`src/rtl/cpu_bridge_pkg.sv`:
```
// Shared types and constants for the CPU register-bus bridge.
package cpu_bridge_pkg;

    typedef enum logic [1:0] {
        IDLE = 2'd0,
        REQ  = 2'd1,
        DONE = 2'd2,
        ERR  = 2'd3
    } state_e;

    localparam logic [31:0] ERR_DATA_DFLT = 32'h0000_DEAD;

endpackage

```
`src/rtl/cpu_bridge_timer.sv`:
```
// Request watchdog: counts cycles while enabled; expired flags the cycle in
// which the count would reach TIMEOUT, so the FSM can leave REQ on that edge.
module cpu_bridge_timer #(
    parameter int TIMEOUT = 255
) (
    input  logic cpu_clk,
    input  logic rst,
    input  logic clr,
    input  logic en,
    output logic expired
);
    localparam int TW = $clog2(TIMEOUT + 1);
    localparam logic [TW-1:0] LAST = TW'(TIMEOUT - 1);

    logic [TW-1:0] count_q, count_d;

    always_comb begin
        count_d = count_q;
        if (clr)
            count_d = '0;
        else if (en && count_q != LAST)
            count_d = count_q + 1'b1;
    end

    always_ff @(posedge cpu_clk or posedge rst) begin
        if (rst)
            count_q <= '0;
        else
            count_q <= count_d;
    end

    assign expired = en && (count_q == LAST);

endmodule

```
`src/rtl/cpu_bus_bridge.sv`:
```
// CPU bus to N_TGT register targets: address decode, one-hot req/ack
// handshake with timeout, and registered read data / ack / error back to the CPU.
module cpu_bus_bridge
    import cpu_bridge_pkg::*;
#(
    parameter int ADDR_W  = 32,
    parameter int DATA_W  = 16,
    parameter int N_TGT   = 4,
    parameter int TGT_AW  = 12,
    parameter int TIMEOUT = 255,
    parameter logic [DATA_W-1:0] ERR_DATA = DATA_W'(ERR_DATA_DFLT)
) (
    input  logic                      cpu_clk,
    input  logic                      rst,
    input  logic [ADDR_W-1:0]         cpu_addr,
    input  logic                      cpu_cs,
    input  logic                      cpu_wr,
    input  logic                      cpu_rd,
    input  logic [DATA_W-1:0]         cpu_data_in,
    output logic [DATA_W-1:0]         cpu_data_out,
    output logic                      cpu_ack,
    output logic                      cpu_err,
    output logic [N_TGT-1:0]          tgt_req,
    output logic                      tgt_wr,
    output logic [TGT_AW-1:0]         tgt_addr,
    output logic [DATA_W-1:0]         tgt_wdata,
    input  logic [N_TGT-1:0]          tgt_ack,
    input  logic [N_TGT*DATA_W-1:0]   tgt_rdata
);
    localparam int IDXW = (N_TGT > 1) ? $clog2(N_TGT) : 1;

    state_e              state_q, state_d;
    logic [N_TGT-1:0]    req_q, req_d;
    logic                wr_q, wr_d;
    logic [TGT_AW-1:0]   addr_q, addr_d;
    logic [DATA_W-1:0]   wdata_q, wdata_d;
    logic                ack_q, ack_d;
    logic                err_q, err_d;
    logic [DATA_W-1:0]   dout_q, dout_d;
    logic                cs_q, cs_d;
    logic                armed_q, armed_d;

    logic [IDXW-1:0]     start_idx;
    logic                upper_bad, idx_bad, strobe_bad, dec_err, start;
    logic                ack_hit, expired;
    logic [DATA_W-1:0]   sel_rdata;
    logic [DATA_W-1:0]   rdata_arr [N_TGT];

    assign start_idx = cpu_addr[TGT_AW +: IDXW];

    generate
        if (ADDR_W > TGT_AW + IDXW) begin : g_upper
            assign upper_bad = |cpu_addr[ADDR_W-1:TGT_AW+IDXW];
        end else begin : g_no_upper
            assign upper_bad = 1'b0;
        end
        for (genvar gi = 0; gi < N_TGT; gi++) begin : g_rdata
            assign rdata_arr[gi] = tgt_rdata[gi*DATA_W +: DATA_W];
        end
    endgenerate

    assign idx_bad    = 32'(start_idx) >= N_TGT;
    assign strobe_bad = (cpu_wr == cpu_rd);
    assign dec_err    = upper_bad || idx_bad || strobe_bad;
    // armed_q blocks a cs held high across reset release from starting an access.
    assign start      = cpu_cs && !cs_q && armed_q;

    // req_q is one-hot on the selected target, so it doubles as the ack/data select.
    assign ack_hit = |(tgt_ack & req_q);

    always_comb begin
        sel_rdata = '0;
        for (int i = 0; i < N_TGT; i++) begin
            if (req_q[i])
                sel_rdata = sel_rdata | rdata_arr[i];
        end
    end

    cpu_bridge_timer #(.TIMEOUT(TIMEOUT)) u_timer (
        .cpu_clk (cpu_clk),
        .rst     (rst),
        .clr     (state_q != REQ),
        .en      (state_q == REQ),
        .expired (expired)
    );

    always_comb begin
        state_d = state_q;
        req_d   = req_q;
        wr_d    = wr_q;
        addr_d  = addr_q;
        wdata_d = wdata_q;
        ack_d   = ack_q;
        err_d   = err_q;
        dout_d  = dout_q;
        cs_d    = cpu_cs;
        armed_d = armed_q | ~cpu_cs;

        unique case (state_q)
            IDLE: begin
                if (start) begin
                    wr_d    = cpu_wr;
                    addr_d  = cpu_addr[TGT_AW-1:0];
                    wdata_d = cpu_data_in;
                    if (dec_err) begin
                        state_d = ERR;
                        ack_d   = 1'b1;
                        err_d   = 1'b1;
                        dout_d  = ERR_DATA;
                    end else begin
                        state_d = REQ;
                        req_d   = N_TGT'(1) << start_idx;
                    end
                end
            end
            REQ: begin
                // Ack beats a timeout landing on the same edge.
                if (ack_hit) begin
                    state_d = DONE;
                    req_d   = '0;
                    ack_d   = 1'b1;
                    err_d   = 1'b0;
                    dout_d  = wr_q ? '0 : sel_rdata;
                end else if (expired) begin
                    state_d = ERR;
                    req_d   = '0;
                    ack_d   = 1'b1;
                    err_d   = 1'b1;
                    dout_d  = ERR_DATA;
                end
            end
            DONE, ERR: begin
                if (!cpu_cs) begin
                    state_d = IDLE;
                    ack_d   = 1'b0;
                    err_d   = 1'b0;
                    dout_d  = '0;
                end
            end
            default: state_d = IDLE;
        endcase
    end

    always_ff @(posedge cpu_clk or posedge rst) begin
        if (rst) begin
            state_q <= IDLE;
            req_q   <= '0;
            wr_q    <= 1'b0;
            addr_q  <= '0;
            wdata_q <= '0;
            ack_q   <= 1'b0;
            err_q   <= 1'b0;
            dout_q  <= '0;
            cs_q    <= 1'b0;
            armed_q <= 1'b0;
        end else begin
            state_q <= state_d;
            req_q   <= req_d;
            wr_q    <= wr_d;
            addr_q  <= addr_d;
            wdata_q <= wdata_d;
            ack_q   <= ack_d;
            err_q   <= err_d;
            dout_q  <= dout_d;
            cs_q    <= cs_d;
            armed_q <= armed_d;
        end
    end

    assign tgt_req      = req_q;
    assign tgt_wr       = wr_q;
    assign tgt_addr     = addr_q;
    assign tgt_wdata    = wdata_q;
    assign cpu_ack      = ack_q;
    assign cpu_err      = err_q;
    assign cpu_data_out = dout_q;

endmodule

```
`config.mk`:
```
export PLATFORM = sky130hd
export DESIGN_NAME = cpu_bus_bridge
export DESIGN_NICKNAME = d
export VERILOG_FILES = /design/src/rtl/cpu_bridge_pkg.sv /design/src/rtl/cpu_bridge_timer.sv /design/src/rtl/cpu_bus_bridge.sv
export SDC_FILE = /design/constraint.sdc
export NUM_CORES = 1
export LEC_CHECK = 0
export CAP_MARGIN = 20
export CORE_MARGIN = 2
export CORE_UTILIZATION = 39
export DETAILED_ROUTE_END_ITERATION = 8
export GPL_TIMING_DRIVEN = 0
export PLACE_DENSITY = 0.87
export SYNTH_ARGS = -nofsm -noshare
export SYNTH_HDL_FRONTEND = slang
export SYNTH_SLANG_ARGS = --single-unit
```
`constraint.sdc`:
```
create_clock -name cpu_clk -period 2.76 [get_ports cpu_clk]
set_input_delay 0.552 -clock cpu_clk [delete_from_list [all_inputs] [get_ports cpu_clk]]
set_output_delay 0.552 -clock cpu_clk [all_outputs]
set_load 0.1 [all_outputs]
```
==> impl_metrics.env <==
export IMPL_crit_end="cpu_data_out[15]"
export IMPL_worstSetupStartpoint="u_timer.count_q[0]"
export IMPL_syn_nets=373
export IMPL_dr_pass1_iters=4
export IMPL_hold_class="reg -> reg"
export IMPL_die_y_um=92.3
export IMPL_syn_avg_cell_area_um2=12.2
export IMPL_cts_sinks=63
export IMPL_slew_limit_headroom=0.324
export IMPL_finalCriticalPeriod_ns=2.46
export IMPL_r2r_slack_ns=0.30
export IMPL_tns_ns=0
export IMPL_fin_ws_ns=0.298
export IMPL_fillCellCount=600
export IMPL_worstPathRequired_ns=2.97
export IMPL_finalMaxSlewViolations=0
export IMPL_cts_hold_buf=0
export IMPL_drt_vias_per_instance=5.10
export IMPL_synth_distinct_cells=43
export IMPL_post_place_ws_ns=0.0275
export IMPL_worst_pin_slew_ns=1.01
export IMPL_grt_usage=0.214
export IMPL_antennaDiodeCount=0
export IMPL_ff_latch_area_um2=1580
export IMPL_setup_viol=0
export IMPL_ys_flop_type="dfrtp_1"
export IMPL_tritoncts="done"
export IMPL_wirelength_um=8880
export IMPL_synth_top_area_share=0.518
export IMPL_cts_repair_resized=0
export IMPL_ys_ff_latch=63
export IMPL_worstReg2RegStart="u_timer.count_q[0]"
export IMPL_cts_setup_buffers=0
export IMPL_root_buffer="clkbuf_8"
export IMPL_post_synth_inst_count=250
export IMPL_critPathLaunchType="flip-flop"
export IMPL_hold_viol=0
export IMPL_synth_top_cell_by_area="dfrtp_1"
export IMPL_max_stage_delay_ns=0.62
export IMPL_grt_busiest_layer="met2"
export IMPL_clk_pin_slew_ns=0.07
export IMPL_critPathKind="reg -> reg"
export IMPL_ys_warn_count=0
export IMPL_r2r_cells=8
export IMPL_gr_usage_met2=0.394
export IMPL_overflow=0
export IMPL_remaining_drc_errors=0
export IMPL_dieArea_um2=8520
export IMPL_wl_per_cell_um=16.4
export IMPL_fmax_mhz=406
export IMPL_critPathArrivalTime_ns=2.67
export IMPL_place_detailed_hpwl_um=6950
export IMPL_endpoint_kind="flip-flop"
export IMPL_grt_pass1_wl_um=14200
export IMPL_ioPinCount=172
export IMPL_crit_fanout=10
export IMPL_final_antenna_net_count=0
export IMPL_ctsLongestPathBuffers=2
export IMPL_cts_htree_levels=3
export IMPL_fin_worst_skew_ns=0.00524
export IMPL_synth_edff_count=0
export IMPL_synth_area_um2=3040
export IMPL_die_w_um=92.3
export IMPL_grt_pass1_vias=2953
export IMPL_cap_viol_max_count=0
export IMPL_fp_coreArea_um2=7650
export IMPL_grt_max_degree=40
export IMPL_cp_slowest_cell="nor4_4"
export IMPL_place_congestion=0.814
export IMPL_multi_input_area_um2=1340
export IMPL_gr_usage_met1=0.239
export IMPL_grt_antenna_before_repair=0
export IMPL_drt_iter0_drc=77
export IMPL_initial_core_util=0.398
export IMPL_clock_latency_ns=0.32
export IMPL_drive_gt1_frac=0.171
export IMPL_rsz0062_at_grt="false"
export IMPL_worstPathCellList="inv_1 > ha_1 > and3_2 > nand3_4 > nor3b_4 > nor4_4 > buf_6 > mux2_4"
export IMPL_final_net_count=556
export IMPL_via_count=2756
export IMPL_yosys_top_cells_area="dfrtp_1 (52%), mux2_2 (15%), a221oi_1 (4.6%)"
export IMPL_rows=32
export IMPL_portBuffers=171
export IMPL_cts_buffers=9
export IMPL_area_growth_syn_to_layout_pct=66.8
export IMPL_status="finished clean"
export IMPL_min_period_over_period=0.892
export IMPL_async_reset_ff_frac=1.00
export IMPL_grtUsageMet3=0.0667
export IMPL_ys_seq_area_frac=0.518
export IMPL_r2r_end="cpu_data_out[15]"
-- kinds of logic after synthesis --
kind of cell             count (synthesis)  share of synthesized area
AO/OA/AOI/OAI                           64                      0.153
XOR/XNOR                                 5                     0.0144
adder cells (fa/ha/maj)                  2                    0.00823
buffers and inverters                   25                     0.0399
flip-flops                              63                      0.518
multiplexers                            45                      0.171
AND/OR/NAND/NOR                         46                     0.0946
-- sequential cells by signal, summed over array words and instances (netlist names) --
register	cells
armed_q	1
cpu_ack	1
cpu_data_out	16
cpu_err	1
cs_q	1
state_q	2
tgt_addr	12
tgt_req	4
tgt_wdata	16
tgt_wr	1
u_timer.count_q	8
-- per-layer routing --
layer,vias to the layer above,part of all wire
met1,1330,0.39
met5,-,0
li1,1309,-
met3,0,0.074
met2,117,0.53
met4,0,0
-- cell usage after synthesis (3+ instances only) --
library cell,number
mux2_2,40
nor2_1,10
a31oi_1,3
a221oi_1,16
xor2_1,3
nand2b_1,3
a22o_1,16
clkbuf_1,6
buf_2,4
o22ai_1,5
dfrtp_1,63
o21ai_0,17
nand2_1,8
nor4_1,5
mux2_4,4
nor3_1,4
inv_1,10
-- stage by stage --
stage | hold WS, ns | util | cells | area [um^2]
floorplan | 0.435 | - | 250 | 3040
global placement | 0.451 | 0.638 | 523 | 4880
detailed placement | 0.455 | 0.641 | 524 | 4900
CTS | 0.472 | 0.664 | 540 | 5070
global route | 0.497 | 0.664 | 540 | 5070
finish | 0.467 | 0.664 | 540 | 5070
-- worst max-delay path, delay by kind of cell, from the launching register on --
kind / cells / cell delay, ns
buffers and inverters: 2 / 0.33
AND/OR/NAND/NOR: 4 / 1.16
adder cells (fa/ha/maj): 1 / 0.14
multiplexers: 1 / 0.31
flip-flops: 1 / 0.42
-- cells in the final DEF, fill, tap and decap left out, types with 2 or more instances in the layout --
cell type,netlist,layout
nand4_1,2,2
clkinv_2,0,2
and3_1,2,2
nor3_1,4,4
buf_1,2,2
a22o_1,16,16
clkinv_4,0,2
inv_1,10,9
a31oi_1,3,3
clkbuf_8,1,10
nand2_1,8,8
xor2_1,3,3
xnor2_1,2,2
o21ai_0,17,17
clkdlybuf4s50_1,0,171
clkinvlp_4,0,3
nor3b_1,2,2
ha_1,2,2
nand2b_1,3,3
mux2_4,4,4
buf_2,4,4
a22oi_1,2,2
dfrtp_1,63,63
nor4_1,5,5
mux2_2,40,40
o22ai_1,5,5
clkbuf_1,6,6
nor2_1,10,10
a221oi_1,16,16
-- worst min path at each step --
| stage | startpoint | to | slack, ns | depth (start not counted) |
|---|---|---|---|---|
| floorplan | armed_q | armed_q | 0.44 | 1 |
| global placement | armed_q | armed_q | 0.45 | 1 |
| detailed placement | armed_q | armed_q | 0.45 | 1 |
| CTS | armed_q | armed_q | 0.47 | 1 |
| global route | armed_q | armed_q | 0.50 | 1 |
| finish | armed_q | armed_q | 0.47 | 1 |
-- cell type report --
class                   instances  area share
plain buffers                  15      0.0165
multi-input cells             162       0.265
inverters                      10     0.00740
flip-flops and latches         63       0.311
clock buffers                   9      0.0244
well taps                     102      0.0251
repair buffers                172       0.341
clock inverters                 7     0.00986
Power of run 1 is left out: the tool's default activity adds up to more than one toggle a clock period on the data nets, which glitch-free logic cannot reach.
==> patch 1 (config.mk and constraints unchanged) <==
Set the parameter `N_TGT` to 2 (it was 4).
--- a/src/rtl/cpu_bus_bridge.sv
+++ b/src/rtl/cpu_bus_bridge.sv
@@ -5,7 +5,7 @@
 #(
     parameter int ADDR_W  = 32,
     parameter int DATA_W  = 16,
-    parameter int N_TGT   = 4,
+    parameter int N_TGT   = 2,
     parameter int TGT_AW  = 12,
     parameter int TIMEOUT = 255,
     parameter logic [DATA_W-1:0] ERR_DATA = DATA_W'(ERR_DATA_DFLT)
Interface: changed (resized tgt_ack, tgt_rdata and tgt_req); port bits go from 172 to 136. No check against the original RTL was run, so the function may have changed too.
==> patch 1 against the unedited design <==
Sequential cell count decreased by 2. Wire length decreased by 20%. Setup slack got worse by 5.1 ps. Hold slack improved by 2.4 ps. Cell area decreased by 13%. Synthesized area decreased by 9.5%. Global-route usage decreased by 2.0 points. Critical path type is now flip-flop to output port. Largest cell class is now sequential cells.
Power is left out: the tool's default activity adds up to more than one toggle a clock period on the data nets, which glitch-free logic cannot reach.
==> patch 1: results <==
metrics = {
    "setup_path": {
        "worst_path_max_delay_cell": "clkdlybuf4s50_1",
        "r2r_setup_slack_ps": 620,
        "max_stage_delay_ps": 1170,
        "path_delay_family": "buffers and inverters",
        "crit_fanout": 4,
        "crit_arrival_ps": 1910,
    },
    "clock_network": {
        "numClockSinks": 61,
    },
    "status": {
        "status": "complete, no violations",
    },
    "detailed_routing": {
        "wl_met1_um": 2720,
        "dr_wl_met3_um": 641,
        "highest_layer": "met4",
        "dr_wl_met2_um": 3610,
        "drtIter0Drc": 85,
        "wl_per_cell_um": 15.0,
        "num_vias": 2358,
    },
    "place": {
        "dpl.hpwl_um": 5520,
        "numPortBuffers": 135,
        "routabilityCongestion": 0.763,
    },
    "global_route": {
        "grt_pass1_wl_um": 11300,
        "grt_max_degree": 33,
        "grtUsageTotal": 0.194,
        "use_met2": 0.326,
    },
    "cells_and_area": {
        "nonClockInverterCount": 5,
        "multi_input_cells": 147,
        "buffer_area_frac": 0.320,
        "n_fill_cell": 528,
        "regArea_sq_um": 1530,
        "clkbuf_count": 12,
        "drive_above_1_share": 0.173,
        "multi_input_area_sq_um": 1160,
        "clock_cell_area_share": 0.0434,
        "buffers": 147,
        "nNetsFinal": 460,
    },
    "timing": {
        "worst_slew_pin_slew_ps": 1010,
    },
    "logic_synthesis": {
        "synth_compound_area_frac": 0.107,
        "synth_cell_types": 36,
        "synthXorXnorAreaFrac": 0.0191,
        "synthAdderAreaFrac": 0.00910,
        "synthTopCellsByArea": "dfrtp_1 (55%), mux2_2 (13%), mux2_4 (4.9%)",
        "synthMuxAreaShare": 0.187,
        "syn_nets": 313,
        "seq_area_frac_synth": 0.555,
        "synth_common_cells": "dfrtp_1 (61), mux2_2 (32), o21ai_0 (24), a22oi_1 (17), nor2_1 (12)",
    },
}
## patch 1: final timing paths
check / end / depth (start not counted) / start
worst max-delay path: tgt_wr / 1 / tgt_wr
worst min-delay path: armed_q / 1 / armed_q
worst max register to register: cpu_data_out[11] / 7 / u_timer.count_q[0]
worst min register to register: armed_q / 1 / armed_q
max in group asynchronous: cpu_ack / 3 / rst
min in group asynchronous: tgt_wdata[3] / 2 / rst
## patch 1: metrics by stage
stage / setup TNS [ps] / setup WS [ps] / cells / hold slack (ps) / cell area, sq um
CTS: 0 / 280 / 472 / 471 / 4440
finish: 0 / 293 / 472 / 469 / 4440
detailed placement: 0 / 75.3 / 456 / 451 / 4240
global route: 0 / 239 / 472 / 495 / 4440
floorplan: 0 / 306 / 224 / 427 / 2750
global placement: -21870 / -360 / 455 / 442 / 4220
## patch 1: cells by family after synthesis
logic type,after synthesis
AOI/OAI and AO/OA,47
xor gates and xnor gates,6
adders and majority gates,2
buffers and inverters,16
DFF,61
muxes,43
and+or+nand+nor,49
==> patch 2 (config.mk and constraints unchanged) <==
Made on the original files. The 4 states of `state_e` get a Gray code encoding in 2 bits.
--- a/src/rtl/cpu_bridge_pkg.sv
+++ b/src/rtl/cpu_bridge_pkg.sv
@@ -2,10 +2,10 @@
 package cpu_bridge_pkg;
 
     typedef enum logic [1:0] {
-        IDLE = 2'd0,
-        REQ  = 2'd1,
-        DONE = 2'd2,
-        ERR  = 2'd3
+        IDLE = 2'b00,
+        REQ  = 2'b01,
+        DONE = 2'b11,
+        ERR  = 2'b10
     } state_e;
 
     localparam logic [31:0] ERR_DATA_DFLT = 32'h0000_DEAD;
Check against the original RTL: no difference found for any inputs over 10 cycles, from zero or initial values and one cycle with rst high; not proved beyond that.
==> patch 2 against the unedited design <==
Via count rose by 4.8%. Synthesized area rose by 1.9%. Register-to-register slack improved by 260 ps. Non-clock buffer count rose by 1. Wire length rose by 2.2%. Setup slack improved by 34 ps. Cell area rose by 1.1%. Sequential cell count did not move. Critical endpoint is now tgt_wr.
==> patch 2: results <==
metrics = {
    "timing": {
        "relSlewSlack": 0.326,
        "clock_skew_ps": 7.18,
        "hold_ws_ps": 496,
    },
    "setup_path": {
        "max_stage_delay_ps": 1170,
        "path_delay_family": "buffers and inverters",
        "crit_arrival_ps": 1880,
        "worst_path_max_delay_cell": "clkdlybuf4s50_1",
        "r2r-end": "cpu_data_out[10]",
        "crit_fanout": 3,
        "r2r_setup_slack_ps": 560,
        "r2r_start": "u_timer.count_q[0]",
    },
    "logic_synthesis": {
        "synth_cell_types": 48,
        "synth_common_cells": "dfrtp_1 (63), mux2_2 (29), o21ai_0 (25), a22o_1 (18), a221oi_1 (16)",
        "synthTopCellsByArea": "dfrtp_1 (51%), mux2_2 (11%), a22o_1 (5.1%)",
        "syn_nets": 375,
        "yosysWarnings": 0,
        "async_flop_share": 1.00,
        "seq_area_frac_synth": 0.508,
        "synthesis.instances": 252,
    },
    "global_route": {
        "grt_util_met1": 0.254,
        "grtUsageTotal": 0.216,
        "globalRouteMet3Util": 0.0419,
        "use_met2": 0.385,
        "grt_max_degree": 41,
        "grt_pass1_vias": 3056,
        "grt_pass1_wl_um": 14400,
    },
    "clock_network": {
        "clk_latency_ps": 330,
        "cts_setup_buffers": 0,
        "clockBufferDepth": 2,
        "cts_made_buffers": 9,
    },
    "pwr": {
        "switching_share": 0.547,
        "cellLeakagePower_nw": 2.09,
        "irDropWorstVdd_uv": 628,
    },
    "detailed_routing": {
        "highest_layer": "met4",
        "dr.pass1.iters": 4,
        "num_vias": 2887,
        "drtIter0Drc": 103,
        "final_antenna_net_count": 0,
        "dr_wl_met3_um": 555,
        "dr_wl_met2_um": 4690,
        "vias_per_cell": 5.36,
        "wl_per_cell_um": 16.8,
        "wl_met1_um": 3660,
    },
    "place": {
        "dpl.hpwl_um": 7220,
        "placed_cell_area_sq_um": 4960,
        "detailedPlace.worstSlack_ps": 204,
        "routabilityCongestion": 0.807,
        "numPortBuffers": 171,
        "dp.cells": 526,
    },
    "cells_and_area": {
        "n_antenna_cell": 0,
        "drive_above_1_share": 0.169,
        "n_fill_cell": 574,
        "nNetsFinal": 558,
    },
    "min_path": {
        "min_to": "armed_q",
        "hp-class": "flip-flop to flip-flop",
        "hold_path.startpoint": "armed_q",
    },
    "status": {
        "status": "complete, no violations",
    },
}
## patch 2: worst max path at each step
stage          startpoint               to  slack [ps]  cells past startpoint
5_1_grt            tgt_wr           tgt_wr         290                      1
4_1_cts            tgt_wr           tgt_wr         320                      1
6_report           tgt_wr           tgt_wr         330                      1
2_1_floorplan  tgt_req[0]  cpu_data_out[0]         230                      7
3_3_place_gp          rst  cpu_data_out[2]        -390                      2
3_5_place_dp       cpu_cs     tgt_wdata[4]         200                      6
## patch 2: logic make-up after synthesis
kind of cell	count (synthesis)	share of synthesized area
AO/OA/AOI/OAI	75	0.182
flip-flops	63	0.508
AND/OR/NAND/NOR	46	0.0904
multiplexers	41	0.159
buffers and inverters	20	0.0375
XOR/XNOR	5	0.0141
adder cells (fa/ha/maj)	2	0.00807
## patch 2: per-stage QoR
| step | util | TNS, ps |
|---|---|---|
| 2_1_floorplan | - | 0 |
| 3_3_place_gp | 0.639 | -24550 |
| 3_5_place_dp | 0.642 | 0 |
| 4_1_cts | 0.664 | 0 |
| 5_1_grt | 0.664 | 0 |
| 6_report | 0.664 | 0 |
## patch 2: power by group through the flow
stage                     Sequential (mW)  Combinational, mW  Clock (mW)
final                                1.42               3.95       0.696
after global routing                 1.46               4.06       0.763
after CTS                            1.43               3.97       0.714
after detailed placement             1.44               3.97           0
after global placement               1.41               3.93           0
after floorplan                      3.73              0.671           0
## patch 2: area by class of cell
| cell class | instances | area, sq um | area share |
|---|---|---|---|
| sequential | 63 | 1580 | 0.307 |
| timing repair buffer | 172 | 1730 | 0.338 |
| inverter | 4 | 15.0 | 0.00293 |
| tap | 102 | 128 | 0.0249 |
| clock buffer | 12 | 165 | 0.0322 |
| clock inverter | 1 | 5.00 | 0.000976 |
| buffer | 16 | 101 | 0.0198 |
| multi-input combinational | 169 | 1410 | 0.274 |
